<file path="src/rtl/regfile_stack_ctrl_if.sv">
// Event handshake and command bus between the interrupt controller / mret decode
// and the stacked register file sequencer.
interface regfile_stack_ctrl_if #(
  parameter int unsigned PRIO_W = 3
);
  logic              i_enter_valid;
  logic [PRIO_W-1:0] i_enter_prio;
  logic              o_enter_ready;
  logic              i_exit_valid;
  logic              o_exit_ready;
  logic [1:0]        o_command;

  modport master (
    output i_enter_valid, i_enter_prio, i_exit_valid,
    input  o_enter_ready, o_exit_ready, o_command
  );

  modport slave (
    input  i_enter_valid, i_enter_prio, i_exit_valid,
    output o_enter_ready, o_exit_ready, o_command
  );
endinterface

</file>
<file path="src/rtl/regfile_stack_ctrl.sv">
// Turns interrupt entry/return events into single-cycle push/pop commands for the
// stacked register file, tracking nesting depth and preempted priority levels.
module regfile_stack_ctrl #(
  parameter int unsigned DEPTH  = 4,
  parameter int unsigned PRIO_W = 3,
  localparam int unsigned DW    = $clog2(DEPTH + 1)
) (
  input  logic              i_clk,
  input  logic              i_reset,
  regfile_stack_ctrl_if.slave bus,
  output logic [DW-1:0]     o_depth,
  output logic [PRIO_W-1:0] o_cur_prio,
  output logic              o_busy,
  output logic              o_overflow,
  output logic              o_underflow,
  input  logic              i_err_clear
);

  localparam int unsigned IDX_W = (DEPTH > 1) ? $clog2(DEPTH) : 1;
  localparam logic [DW-1:0] DEPTH_V = DW'(DEPTH);

  localparam logic [1:0] CMD_NONE = 2'd0;
  localparam logic [1:0] CMD_PUSH = 2'd1;
  localparam logic [1:0] CMD_POP  = 2'd2;

  localparam logic [1:0] S_IDLE = 2'd0;
  localparam logic [1:0] S_PUSH = 2'd1;
  localparam logic [1:0] S_POP  = 2'd2;

  logic [1:0]        r_state;
  logic [1:0]        r_command;
  logic [DW-1:0]     r_depth;
  logic [PRIO_W-1:0] r_cur_prio;
  logic              r_busy;
  logic              r_overflow;
  logic              r_underflow;
  logic [PRIO_W-1:0] r_stack [DEPTH];

  logic              w_idle;
  logic              w_prio_higher;
  logic              w_enter_ok;
  logic              w_enter_take;
  logic              w_exit_ok;
  logic              w_exit_take;
  logic              w_ovf_set;
  logic              w_unf_set;
  logic [IDX_W-1:0]  w_push_idx;
  logic [IDX_W-1:0]  w_pop_idx;

  always_comb begin
    w_idle        = (r_state == S_IDLE);
    w_prio_higher = (bus.i_enter_prio > r_cur_prio);
    w_enter_ok    = w_idle && w_prio_higher && (r_depth < DEPTH_V);
    w_enter_take  = w_enter_ok && bus.i_enter_valid;
    // Entry wins a same-cycle collision; the return waits until after the push.
    w_exit_ok     = w_idle && (r_depth != '0) && !w_enter_take;
    w_exit_take   = w_exit_ok && bus.i_exit_valid;
    w_ovf_set     = w_idle && bus.i_enter_valid && w_prio_higher && (r_depth == DEPTH_V);
    w_unf_set     = w_idle && bus.i_exit_valid && (r_depth == '0);
    w_push_idx    = IDX_W'(r_depth);
    w_pop_idx     = IDX_W'(r_depth - DW'(1));
  end

  always_ff @(posedge i_clk or negedge i_reset) begin
    if (!i_reset) begin
      r_state    <= S_IDLE;
      r_command  <= CMD_NONE;
      r_depth    <= '0;
      r_cur_prio <= '0;
      r_busy     <= 1'b0;
    end else begin
      case (r_state)
        S_IDLE: begin
          if (w_enter_take) begin
            r_state    <= S_PUSH;
            r_command  <= CMD_PUSH;
            r_busy     <= 1'b1;
            r_cur_prio <= bus.i_enter_prio;
            r_depth    <= r_depth + DW'(1);
          end else if (w_exit_take) begin
            r_state    <= S_POP;
            r_command  <= CMD_POP;
            r_busy     <= 1'b1;
            r_cur_prio <= r_stack[w_pop_idx];
            r_depth    <= r_depth - DW'(1);
          end
        end
        S_PUSH, S_POP: begin
          r_state   <= S_IDLE;
          r_command <= CMD_NONE;
          r_busy    <= 1'b0;
        end
        default: begin
          r_state   <= S_IDLE;
          r_command <= CMD_NONE;
          r_busy    <= 1'b0;
        end
      endcase
    end
  end

  // Stack contents are don't-care after reset, so no reset branch here.
  always_ff @(posedge i_clk) begin
    if (w_enter_take) begin
      r_stack[w_push_idx] <= r_cur_prio;
    end
  end

  always_ff @(posedge i_clk or negedge i_reset) begin
    if (!i_reset) begin
      r_overflow  <= 1'b0;
      r_underflow <= 1'b0;
    end else begin
      if (w_ovf_set) begin
        r_overflow <= 1'b1;
      end else if (i_err_clear) begin
        r_overflow <= 1'b0;
      end
      if (w_unf_set) begin
        r_underflow <= 1'b1;
      end else if (i_err_clear) begin
        r_underflow <= 1'b0;
      end
    end
  end

  assign bus.o_enter_ready = w_enter_ok;
  assign bus.o_exit_ready  = w_exit_ok;
  assign bus.o_command     = r_command;
  assign o_depth           = r_depth;
  assign o_cur_prio        = r_cur_prio;
  assign o_busy            = r_busy;
  assign o_overflow        = r_overflow;
  assign o_underflow       = r_underflow;

endmodule
</file>
<file path="src/flat_wrapper.sv">
// flat-port wrapper written by rule: the top's interface ports become plain ports
module regfile_stack_ctrl_flat 
#(
  parameter int unsigned DEPTH  = 4,
  parameter int unsigned PRIO_W = 3,
  localparam int unsigned DW    = $clog2(DEPTH + 1)
)
  (i_clk, i_reset, o_depth, o_cur_prio, o_busy, o_overflow, o_underflow, i_err_clear, bus_i_enter_valid, bus_i_enter_prio, bus_i_exit_valid, bus_o_enter_ready, bus_o_exit_ready, bus_o_command);
  regfile_stack_ctrl_if #(.PRIO_W(PRIO_W)) bus_i ();
  input  logic i_clk;
  input  logic i_reset;
  output logic [DW-1:0] o_depth;
  output logic [PRIO_W-1:0] o_cur_prio;
  output logic o_busy;
  output logic o_overflow;
  output logic o_underflow;
  input  logic i_err_clear;
  input wire logic [$bits(bus_i.i_enter_valid)-1:0] bus_i_enter_valid;
  input wire logic [$bits(bus_i.i_enter_prio)-1:0] bus_i_enter_prio;
  input wire logic [$bits(bus_i.i_exit_valid)-1:0] bus_i_exit_valid;
  output wire logic [$bits(bus_i.o_enter_ready)-1:0] bus_o_enter_ready;
  output wire logic [$bits(bus_i.o_exit_ready)-1:0] bus_o_exit_ready;
  output wire logic [$bits(bus_i.o_command)-1:0] bus_o_command;
  assign bus_i.i_enter_valid = bus_i_enter_valid;
  assign bus_i.i_enter_prio = bus_i_enter_prio;
  assign bus_i.i_exit_valid = bus_i_exit_valid;
  assign bus_o_enter_ready = bus_i.o_enter_ready;
  assign bus_o_exit_ready = bus_i.o_exit_ready;
  assign bus_o_command = bus_i.o_command;
  regfile_stack_ctrl #(.DEPTH(DEPTH), .PRIO_W(PRIO_W)) u_core (.i_clk(i_clk), .i_reset(i_reset), .bus(bus_i), .o_depth(o_depth), .o_cur_prio(o_cur_prio), .o_busy(o_busy), .o_overflow(o_overflow), .o_underflow(o_underflow), .i_err_clear(i_err_clear));
endmodule
</file>
<file path="config.mk">
export PLATFORM = sky130hd
export DESIGN_NAME = regfile_stack_ctrl_flat
export DESIGN_NICKNAME = d
export VERILOG_FILES = /design/src/rtl/regfile_stack_ctrl_if.sv /design/src/rtl/regfile_stack_ctrl.sv /design/src/flat_wrapper.sv
export SDC_FILE = /design/constraint.sdc
export NUM_CORES = 1
export LEC_CHECK = 0
export ABC_AREA = 1
export CORE_ASPECT_RATIO = 1.75
export CORE_MARGIN = 2
export CORE_UTILIZATION = 30
export DETAILED_ROUTE_END_ITERATION = 8
export GPL_ROUTABILITY_DRIVEN = 0
export GPL_TIMING_DRIVEN = 0
export PLACE_DENSITY = 0.49
export SLEW_MARGIN = 20
export SYNTH_ARGS = -nofsm -noshare
export SYNTH_HDL_FRONTEND = slang
export SYNTH_SLANG_ARGS = --single-unit
export TNS_END_PERCENT = 20
</file>
<file path="constraint.sdc">
create_clock -name i_clk -period 3.8 [get_ports i_clk]
set_clock_uncertainty 0.2 [all_clocks]
set_input_delay 0.76 -clock i_clk [delete_from_list [all_inputs] [get_ports i_clk]]
set_output_delay 0.76 -clock i_clk [all_outputs]
set_load 0.01 [all_outputs]
</file>
==> implementation parameters <==
Parameter                              Value

Status
  Status    finished, final reports clean

Finish
  Final Core Density    39.0%
  Number of antenna repair diodes    0
  Final Non-Filler Cells    209
  Share of cells above drive strength 1    10.0%
  Final Cell Area    1590 um^2
  Fill count    419
  Net count of the finished layout    177
  Layout overhead on the synthesized area    26.9%

Global route
  Total gr overflow    0
  Pin count of the biggest net entering global routing    13
  Vias in the first global route    1050
  Initial antenna violation count    0
  Overall routing resource usage    14.5%
  First-pass GRT wire length    4.86 mm

Power
  Maximum VDD drop    0.000427 V
  Standby leakage power    0.718 nW
  Power per cell area    855 nW/um^2

Worst setup path
  Cell family contributing the most delay on the critical path    buffers and inverters
  Top fanout value on the critical path    10
  Launch instance of the worst register-to-register path    u_core.o_cur_prio[2]
  R2R depth    9
  RR Endpoint    u_core.r_stack[2][2]
  Critical path startpoint category    primary input
  Kind of critical path    primary input to output pin
  Req. time, crit path    2.84 ns
  Sort of element at the end of the critical path    output pin
  Critical path buffer and inverter count    5
  Slowest cell on crit path    clkdlybuf4s50_1
  Critical Path Max Stage Delay    0.53 ns
  R2r setup slk    1.55 ns
  CP Cell Sequence    clkdlybuf4s50_1 > inv_1 > ha_1 > nand3_1 > nand4_4 > buf_6 > nand3_1 > inv_1 > clkdlybuf4s50_1
  Critical path data arrival time    2.77 ns

Timing
  Setup repair after global routing missed its margin    yes
  Period utilisation layout    98.2%
  Final setup margin    0.0666 ns
  Final critical delay including setup and external delays    3.73 ns
  Worst relative slew slack    62.4%
  Maximum clock frequency    268 MHz
  Count of final hold-check violations    0
  Total negative setup slack    0 ns
  Final-report max-slew violation count    0
  Transition at the pin with the smallest max-transition slack    0.563 ns
  Finish-stage setup viols    0

Synth
  Async set-or-reset flop fraction in the synthesized netlist    47.8%
  Yosys synthesis warning count    0
  Post-Synthesis Net Count    150
  Count of flip-flops with a built-in enable after synthesis    12
  Most instantiated cells after synthesis    nand2_1, inv_1, nor2_1
  Cell area after technology mapping    1250 um^2
  Library cell with the largest summed area after synthesis    edfxtp_1
  Post-Synthesis Cells    134
  Synth Register Bits    23
  Most instantiated library cell after synthesis    nand2_1
  Share of the yosys chip area belonging to registers    50.7%
  Area share of the leading cell type in the synthesized netlist    28.8%
  Number of distinct library cell variants in the gate-level netlist after synthesis    23
  Primary flip-flop cell chosen by synthesis mapping    edfxtp_1
  Per-instance average area after synthesis    9.35 um^2
  Cell types occupying the most area after synthesis    edfxtp_1, dfrtp_1, nand2_1

Clock network
  Max clock buf depth    2
  Total of hold buffers inserted after clock tree synthesis    0
  TritonCTS clock tree    done
  Root buffer selected by CTS    clkbuf_8
  Clock transition at the register clock pins on the worst setup and hold paths after CTS    0.07 ns
  CTS buffer count    3
  Source-to-sink clock delay at the later pin of the worst-skew pair    0.26 ns
  Depth of the CTS H-tree    1
  CTS Sinks    23

Floorplanning
  # rows    31
  Width of the chip    52.8 um
  Initial core utilization    30.8%
  Die footprint    4730 um^2
  Top-level port count    21
  Chip height    89.5 um
  Core area    4070 um^2

Detailed routing
  Avg WL per Cell    14.4 um
  Via count    991
  Final wirelength    3.01 mm
  Post-detailed-route DRC marker count    0
  Number of antenna-violating nets in the routed design    0
  Post-DR vias/cell    4.74
  Initial DRT Pass Iterations    4
  DRC marker count from the first detailed-route iteration    18

Worst hold path
  Worst Hold Class    flip-flop to flip-flop
  Hold Path End    u_core.o_overflow
  Source of the worst hold timing path    u_core.o_overflow
  Hold path depth    2

Placement
  Pre-CTS setup slack    0.0225 ns
  HPWL reported at the end of detailed placement    2.37 mm
  Post-DP Area    1510 um^2
  Count of input and output buffers    20
  Post-placement cell count    203

Job
  Number of max-capacitance violations reported    0
[per-layer routing]
| layer | up-vias | track usage (%) | share of wire, % |
|---|---|---|---|
| met2 | 19 | 30.5 | 60 |
| met3 | 7 | 1.34 | 2.2 |
| met1 | 467 | 13.1 | 35 |
| li1 | 498 | - | - |
| met5 | - | 0 | 0 |
| met4 | 0 | 6.06 | 2.5 |
[per-stage QoR]
stage / total power, W / hold WS, ns
CTS: 0.00135 / 0.355
finish: 0.00136 / 0.346
global placement: 0.00118 / 0.329
detailed placement: 0.00120 / 0.342
floorplan: 0.000904 / 0.264
global route: 0.00148 / 0.375
[worst reg2reg max path: stages (launching register included)]
cell	delay (ns)
dfrtp_1	0.49
inv_1	0.12
ha_4	0.29
nand2_1	0.05
nand2_1	0.07
inv_1	0.04
nand2_1	0.09
nand4_4	0.16
buf_6	0.20
nor2_1	0.22
[worst max path at each step]
stage	from	endpoint	cells after the start
after floorplan	bus_i_enter_prio[2]	bus_o_exit_ready	9
after global placement	bus_i_enter_prio[2]	bus_o_exit_ready	11
after detailed placement	bus_i_enter_prio[2]	bus_o_exit_ready	11
after global routing	bus_i_enter_prio[0]	bus_o_exit_ready	9
after CTS	bus_i_enter_prio[2]	bus_o_exit_ready	11
final	bus_i_enter_prio[0]	bus_o_exit_ready	9
[area by class of cell]
| class | count | area, um^2 | share of cell area [%] |
|---|---|---|---|
| buffer | 2 | 16.3 | 1.02 |
| clock buffer | 4 | 45.0 | 2.83 |
| inverter | 21 | 78.8 | 4.96 |
| multi-input combinational | 88 | 534 | 33.6 |
| sequential | 23 | 636 | 40.0 |
| tap | 49 | 61.3 | 3.86 |
| timing repair buffer | 22 | 218 | 13.7 |
[cells by family (layout without fill, tap and decap cells)]
kind of cell	Yosys count	in the layout	synth area share [%]
buf+inv	23	49	7.59
fa+ha+maj	8	8	7.99
xor+xnor	1	1	0.699
simple gates	60	60	23.6
compound gates	19	19	9.39
flops	23	23	50.7
[state kept, by name, indices dropped and copies added (netlist names)]
| signal | cells |
|---|---|
| u_core.o_overflow | 1 |
| u_core.r_state | 2 |
| u_core.o_cur_prio | 3 |
| u_core.r_stack | 12 |
| u_core.o_underflow | 1 |
| u_core.o_depth | 3 |
| u_core.o_busy | 1 |
[where the power goes]
group	internal (W)	switching [W]
Clock	0.0000747	0.0000725
Combinational	0.000343	0.000438
Sequential	0.000351	0.0000791
[timing repair]
item	4_1_cts	5_1_grt
setup buffers	0	2
endpoints found under the hold margin	0	0
resized for setup	0	2
endpoints found under the setup margin	0	2
[layout by cell type, fill, tap and decap left out, drive strengths merged]
master,Yosys,final
nor3,2,2
clkinv,1,1
o22ai,1,1
o211ai,7,7
nand3,2,2
nand3b,1,1
dfrtp,11,11
dlymetal6s2s,0,1
nor2,17,17
clkbuf,0,4
buf,2,4
edfxtp,12,12
nand2,31,31
ha,8,8
xor2,1,1
inv,20,20
o21ai,11,11
clkdlybuf4s50,0,19
nand4,7,7
Note: power is estimated with default switching activity, not from simulation.
